[config.mk]
export PLATFORM = sky130hd
export DESIGN_NAME = hazard_stall_ctrl
export DESIGN_NICKNAME = d
export VERILOG_FILES = /design/src/rtl/hazard_stall_ctrl_pkg.sv /design/src/rtl/md_busy_timer.sv /design/src/rtl/hazard_stall_ctrl.sv
export SDC_FILE = /design/constraint.sdc
export NUM_CORES = 1
export LEC_CHECK = 0
export ABC_AREA = 1
export CORE_MARGIN = 2
export CORE_UTILIZATION = 51
export CTS_CLUSTER_DIAMETER = 150
export DETAILED_ROUTE_END_ITERATION = 12
export PLACE_DENSITY = 0.85
export RECOVER_POWER = 25
export SYNTH_ARGS = -nofsm -noshare
export SYNTH_HDL_FRONTEND = slang
export SYNTH_SLANG_ARGS = --single-unit
[constraint.sdc]
create_clock -name clk -period 4.5 [get_ports clk]
set_clock_uncertainty 0.05 [all_clocks]
set_input_delay 1.35 -clock clk [delete_from_list [all_inputs] [get_ports clk]]
set_output_delay 1.35 -clock clk [all_outputs]
set_load 0.05 [all_outputs]
[src/rtl/hazard_stall_ctrl_pkg.sv]
// Shared encodings and defaults for the pipeline hazard / stall controller.
package hazard_stall_ctrl_pkg;

    localparam logic [1:0] MD_NONE = 2'b00;
    localparam logic [1:0] MD_MULT = 2'b01;
    localparam logic [1:0] MD_DIV  = 2'b10;
    localparam logic [1:0] MD_ILL  = 2'b11;

    localparam logic [1:0] TUSE_NONE = 2'd3;

    localparam int unsigned DEF_MULT_CYCLES = 5;
    localparam int unsigned DEF_DIV_CYCLES  = 10;

    // A producer blocks a consumer when its result arrives later than the consumer needs it.
    function automatic logic raw_hit(input logic [4:0] src, input logic [1:0] tuse,
                                     input logic [4:0] a3, input logic [1:0] tnew);
        return (src != 5'd0) && (tuse != TUSE_NONE) && (a3 == src) && (tnew > tuse);
    endfunction

endpackage

[src/rtl/md_busy_timer.sv]
// Mult/div occupancy timer: loads a cycle count on an accepted start and counts down to idle.
module md_busy_timer
    import hazard_stall_ctrl_pkg::*;
#(
    parameter int unsigned MULT_CYCLES = DEF_MULT_CYCLES,
    parameter int unsigned DIV_CYCLES  = DEF_DIV_CYCLES,
    parameter int unsigned CNT_W       = 4
) (
    input  logic             clk,
    input  logic             reset,
    input  logic [1:0]       start_i,
    output logic [CNT_W-1:0] cnt_o,
    output logic             busy_o,
    output logic             err_o
);

    logic [CNT_W-1:0] cnt_q, cnt_d;
    logic             busy_q, busy_d;
    logic             err_q, err_d;

    always_comb begin
        cnt_d = cnt_q;
        if (start_i == MD_MULT && !busy_q) begin
            cnt_d = CNT_W'(MULT_CYCLES);
        end else if (start_i == MD_DIV && !busy_q) begin
            cnt_d = CNT_W'(DIV_CYCLES);
        end else if (cnt_q != '0) begin
            cnt_d = cnt_q - CNT_W'(1);
        end
        busy_d = (cnt_d != '0);
        // Rejected starts (illegal code or issued while busy) latch the error until reset.
        err_d  = err_q | (start_i == MD_ILL) | ((start_i != MD_NONE) && busy_q);
    end

    always_ff @(posedge clk or negedge reset) begin
        if (!reset) begin
            cnt_q  <= '0;
            busy_q <= 1'b0;
            err_q  <= 1'b0;
        end else begin
            cnt_q  <= cnt_d;
            busy_q <= busy_d;
            err_q  <= err_d;
        end
    end

    assign cnt_o  = cnt_q;
    assign busy_o = busy_q;
    assign err_o  = err_q;

endmodule

[src/rtl/hazard_stall_ctrl.sv]
// RAW and mult/div hazard detection driving F/D stall and D/E flush, with a stall perf counter.
module hazard_stall_ctrl
    import hazard_stall_ctrl_pkg::*;
#(
    parameter int unsigned MULT_CYCLES = DEF_MULT_CYCLES,
    parameter int unsigned DIV_CYCLES  = DEF_DIV_CYCLES,
    parameter int unsigned CNT_W       = 4,
    parameter int unsigned PERF_W      = 16
) (
    input  logic              clk,
    input  logic              reset,
    input  logic [4:0]        D_rs,
    input  logic [4:0]        D_rt,
    input  logic [1:0]        D_tuse_rs,
    input  logic [1:0]        D_tuse_rt,
    input  logic              D_md,
    input  logic [4:0]        E_A3,
    input  logic [1:0]        E_tnew,
    input  logic [4:0]        M_A3,
    input  logic [1:0]        M_tnew,
    input  logic [1:0]        E_start,
    output logic              O_stall_D,
    output logic              O_flush_E,
    output logic              O_md_busy,
    output logic [CNT_W-1:0]  O_md_cnt,
    output logic              O_err,
    output logic [PERF_W-1:0] O_stall_cnt
);

    logic              stall_rs, stall_rt, md_stall, stall;
    logic              md_busy;
    logic [PERF_W-1:0] stall_cnt_q, stall_cnt_d;

    md_busy_timer #(
        .MULT_CYCLES (MULT_CYCLES),
        .DIV_CYCLES  (DIV_CYCLES),
        .CNT_W       (CNT_W)
    ) u_md_timer (
        .clk     (clk),
        .reset   (reset),
        .start_i (E_start),
        .cnt_o   (O_md_cnt),
        .busy_o  (md_busy),
        .err_o   (O_err)
    );

    always_comb begin
        stall_rs = raw_hit(D_rs, D_tuse_rs, E_A3, E_tnew) | raw_hit(D_rs, D_tuse_rs, M_A3, M_tnew);
        stall_rt = raw_hit(D_rt, D_tuse_rt, E_A3, E_tnew) | raw_hit(D_rt, D_tuse_rt, M_A3, M_tnew);
        // A start issuing from E this cycle occupies the unit before busy is visible.
        md_stall = D_md && (md_busy || (E_start != MD_NONE));
        stall    = stall_rs | stall_rt | md_stall;
    end

    always_comb begin
        stall_cnt_d = stall_cnt_q;
        if (stall && (stall_cnt_q != {PERF_W{1'b1}})) begin
            stall_cnt_d = stall_cnt_q + PERF_W'(1);
        end
    end

    always_ff @(posedge clk or negedge reset) begin
        if (!reset) begin
            stall_cnt_q <= '0;
        end else begin
            stall_cnt_q <= stall_cnt_d;
        end
    end

    assign O_stall_D   = stall;
    assign O_flush_E   = stall;
    assign O_md_busy   = md_busy;
    assign O_stall_cnt = stall_cnt_q;

endmodule
======== Word-level counts from Yosys, hierarchy flattened ========
Cells that the tools add are included.
cells by class
  add/subtract/negate cells ............... 2
  order comparisons ....................... 4
  eq/ne operators ......................... 10
  multiplexer cells ....................... 3
  bitwise logic cells ..................... 6
  reductions and logical operators ........ 22
operators with widths
  kind                                                                    count
  5-bit equality test                                                     4
  16-bit by 1-bit adder with 16-bit output (second input constant)        1
  16-bit != test (second input constant)                                  1
  1-bit logical AND                                                       15
  4-bit two-way mux                                                       3
  5-bit nonzero test                                                      2
  2-bit greater-than comparator                                           4
  4-bit nonzero test                                                      2
  1-bit OR                                                                6
  2-bit equality test (second input constant)                             2
  2-bit != test (second input constant)                                   2
  4-bit by 1-bit subtractor with 4-bit output (second input constant)     1
  2-bit by 1-bit equality test with 1-bit output (second input constant)  1
  2-bit nonzero test                                                      1
  1-bit zero test                                                         1
  1-bit logical OR                                                        1
word-level totals
  bits in registers ....................... 22
  output and inout bits ................... 24
  logic and storage cells ................. 51

======== Longest topological paths before layout ========
  depth after elaboration ................. 8
  mapped depth ............................ 15
  depth with buffers taken out ............ 14

======== Modules after synthesis ========
A second synthesis with hierarchy kept.
second synthesis, totals
  cells, all modules ...................... 303
  area, all modules ....................... 1,978.1 sq um
modules (own cells, without submodules)
  module             instances  cells an instance  area each (sq um)  sequential area each (sq um)
  hazard_stall_ctrl  1          256                1,627.8            400.4
  md_busy_timer      1          47                 350.3              150.1

======== Worst setup path before layout ========
Ideal clock, no wire load.
  path kind ............................... input to output
  from .................................... input port D_tuse_rt[1]
  to ...................................... output port O_stall_D
  data arrival time ....................... 2,765 ps
  required time ........................... 3,100 ps
  setup slack ............................. 335 ps
  cell stages on the path ................. 13
  path buffers ............................ 2
  cells stage by stage .................... inv_1 > ha_1 > nand2_1 > inv_1 > nor2_1 > nand2_1 > nor2_1 > nand2_1 > nand2_1 > nand2_1 > nand3_4 > buf_4 > buf_4
on the way
  cells in the longest elaborated chain, start to end .. 7
RTL lines
  item                             line                         RTL
  from (decl)                      hazard_stall_ctrl.sv:15      input logic [1:0] D_tuse_rt,
  2-bit != test                    hazard_stall_ctrl_pkg.sv:17  return (src != 5'd0) && (tuse != TUSE_NONE) && (a3 == src) && (tnew > tuse);
  1-bit logical AND (3 in series)  hazard_stall_ctrl_pkg.sv:17
  1-bit OR (*)                     hazard_stall_ctrl.sv:49      stall_rt = raw_hit(D_rt, D_tuse_rt, E_A3, E_tnew) | raw_hit(D_rt, D_tuse_rt, M_A3, M_tnew);
  1-bit OR (*) (2 in series)       hazard_stall_ctrl.sv:52      stall = stall_rs | stall_rt | md_stall;
  to (decl)                        hazard_stall_ctrl.sv:22      output logic O_stall_D,
Every way passes the cells marked *; elsewhere a longest branch is shown, timed or not.

======== Worst setup path after layout ========
  from .................................... input port D_tuse_rs[1]
  to ...................................... output port O_stall_D
on the way
  cells in the longest elaborated chain, start to end .. 7
RTL lines
  item                             line                         RTL
  from (decl)                      hazard_stall_ctrl.sv:14      input logic [1:0] D_tuse_rs,
  2-bit != test                    hazard_stall_ctrl_pkg.sv:17
  1-bit logical AND (3 in series)  hazard_stall_ctrl_pkg.sv:17
  1-bit OR (*)                     hazard_stall_ctrl.sv:48      stall_rs = raw_hit(D_rs, D_tuse_rs, E_A3, E_tnew) | raw_hit(D_rs, D_tuse_rs, M_A3, M_tnew);
  1-bit OR (*) (2 in series)       hazard_stall_ctrl.sv:52
Marks and branches as above.

==> impl_metrics.py <==
metrics = {
    "grt": {
        "grt_max_degree": 23,
        "overflow": 0,
        "busiest_layer": "met2",
        "grt_pass1_vias": 1834,
        "grt_usage": 0.235,
        "grt_use_met3": 0.0394,
        "grt_first_pass_wirelength_mm": 8.02,
        "met1_usage": 0.318,
        "met2_usage": 0.397,
        "antenna_found_initial": 0,
    },
    "logic_synthesis": {
        "yosysMostFrequentCell": "nand2_1",
        "syn_nets": 342,
        "yosys_register_bits": 22,
        "synth_area_per_cell_um2": 6.44,
        "synth_enable_flop_cells": 0,
        "synthArstFlopShare": 1.00,
        "synth_top_area_frac": 0.286,
        "synthTopCellsByArea": "dfrtp_1 (29%), nand2_1 (20%), inv_1 (9.9%)",
        "synth_cells": 299,
        "synth_ff_type": "dfrtp_1",
        "yosys_warnings": 0,
        "ys_types": 26,
        "synth.largest_area_cell": "dfrtp_1",
        "synth_common_cells": "nand2_1 (102), inv_1 (51), nand3_1 (32)",
        "seq_area_frac_synth": 0.286,
        "syn_area_um2": 1930,
    },
    "detailed_routing": {
        "drt_wl_total_mm": 4.72,
        "drtAntennaViolNets": 0,
        "viasPerCell": 4.88,
        "drc_errors": 0,
        "drtIter0Drc": 113,
        "wire_per_inst_um": 11.7,
        "vias": 1972,
        "first_pass_iters": 4,
    },
    "worst_setup_path": {
        "critPathArrivalTime_ns": 2.95,
        "crit_top_cell": "nand2_1",
        "worst_path_max_delay_cell": "clkdlybuf4s50_1",
        "cp-end-kind": "output pin",
        "start_kind": "input port",
        "crit_required_ns": 3.10,
        "crit_chain": "clkdlybuf4s50_1 -> inv_1 -> ha_1 -> nand2_1 -> inv_1 -> nor2_1 -> nand2_1 -> nor2_1 -> nand2_1 -> nand2_1 -> nand2_2 -> nand3_4 -> buf_12",
        "critPathKind": "in2out",
        "path_max_fanout": 3,
        "max_stage_delay_ns": 0.47,
    },
    "clock_network": {
        "clock_sinks": 22,
        "clock_latency_ns": 0.27,
        "cts_tree": "yes",
        "cts_setup_buffers": 0,
        "clkTransAtPathRegs_ns": 0.08,
        "cts_made_buffers": 3,
        "cts_hold_buf": 0,
        "htree_levels": 1,
        "cts-root-buf": "clkbuf_8",
        "cts_buffer_depth": 2,
        "postCtsResizedCells": 0,
    },
    "flow_run": {
        "drv_cap": 0,
    },
    "placement": {
        "io_buffers": 56,
        "hpwlAfterDp_mm": 3.69,
        "place_congestion": 0.896,
    },
    "final_layout": {
        "seqCellArea_um2": 551,
        "drive_gt1_frac": 0.0393,
        "multiInputGateArea_um2": 1150,
        "area_growth_pct": 36.0,
        "n_antenna_cell": 0,
        "fin_nets": 400,
        "fillCellCount": 312,
    },
    "power": {
        "power_uw": 947,
        "powerDensity_nw_per_um2": 362,
        "vdd_drop_max_uv": 456,
        "leakage_uw": 0.00137,
    },
    "hold_path": {
        "min_path_type": "reg2reg",
    },
    "status": {
        "run_status": "finished, final reports clean",
    },
    "sta": {
        "fin_tns_setup_ns": 0,
        "rsz0062_at_grt": "no",
        "hold_ws_ns": 0.441,
        "worst-slew-pin-transition_ns": 0.948,
        "final_hold_viol_count": 0,
        "timing.final.crit_share": 0.967,
        "fmax_ghz": 0.230,
        "fin_crit_ns": 4.35,
        "slew_violations": 0,
        "finalSetupViolCount": 0,
        "slew_headroom": 0.366,
    },
    "floorplanning": {
        "dieArea_um2": 4280,
        "rows": 22,
        "initial_core_util": 0.530,
        "die_w_um": 65.4,
        "die_y_um": 65.4,
        "io_pins": 57,
        "core_area_um2": 3630,
    },
}
==> cells in the final DEF (no fill, tap or decap), types with 3 or more instances in the layout <==
master             n
a21oi_1            7
clkbuf_8           3
clkdlybuf4s50_1   51
dfrtp_1           22
ha_1              10
inv_1             51
nand2_1          101
nand3_1           32
nand3b_1           3
nor2_1            29
o21ai_0            8
xnor2_1            6
xor2_1            10
==> path summary, 6_finish.rpt <==
check                                      start  slack (ns)  cells past startpoint             endpoint
worst max-delay path                D_tuse_rs[1]        0.15                     13            O_stall_D
worst max register to register    O_stall_cnt[0]        2.59                      7       O_stall_cnt[9]
max in group asynchronous                  reset        2.21                      1  u_md_timer.cnt_o[3]
worst min-delay path            u_md_timer.err_o        0.44                      2     u_md_timer.err_o
min in group asynchronous                  reset        1.62                      1       O_stall_cnt[9]
worst min register to register  u_md_timer.err_o        0.44                      2     u_md_timer.err_o
==> routing by layer <==
metal	vias to the layer above	wire, µm
met1	874	2170
met5	-	0
met3	7	265
li1	1040	-
met4	0	61
met2	51	2220
==> sequential cells by signal, summed over array words and instances (netlist names) <==
name	count
O_stall_cnt	16
u_md_timer.busy_o	1
u_md_timer.cnt_o	4
u_md_timer.err_o	1
==> power by group <==
group | leakage [µW] | internal [µW] | switching, µW
sequential | 0.000284 | 238 | 44.9
clock | 0.0000357 | 119 | 68.3
combinational | 0.00105 | 177 | 300
total | 0.00137 | 534 | 413
==> layout make-up <==
| class | count | area share |
|---|---|---|
| Clock buffer | 3 | 0.0158 |
| Clock inverter | 1 | 0.0115 |
| Inverter | 52 | 0.0745 |
| Multi-Input combinational cell | 221 | 0.440 |
| Sequential cell | 22 | 0.210 |
| Tap cell | 48 | 0.0229 |
| Timing Repair Buffer | 57 | 0.226 |
==> critical path: cells and delay by family <==
family | cells | cell delay [ns]
adders and majority gates | 1 | 0.28
buffers and inverters | 4 | 0.71
and+or+nand+nor | 8 | 0.61
==> logic make-up (layout without fill, tap and decap cells) <==
group                    count (synthesis)  count (layout)  synth area share
adder cells (fa/ha/maj)                 10              10            0.0650
AND/OR/NAND/NOR                        176             176             0.405
XOR/XNOR                                16              16            0.0728
buffers and inverters                   56             113             0.118
AO/OA/AOI/OAI                           19              19            0.0533
flip-flops                              22              22             0.286
==> stage by stage <==
step | cell area, µm² | util | worst slack (ns) | cells
after floorplan | 1930 | - | 0.335 | 299
after global placement | 2540 | 0.700 | 0.146 | 400
after detailed placement | 2540 | 0.700 | 0.127 | 400
after CTS | 2610 | 0.719 | 0.116 | 404
after global routing | 2620 | 0.721 | 0.0146 | 404
final | 2620 | 0.721 | 0.150 | 404
Note: power is estimated with default switching activity, not from simulation.
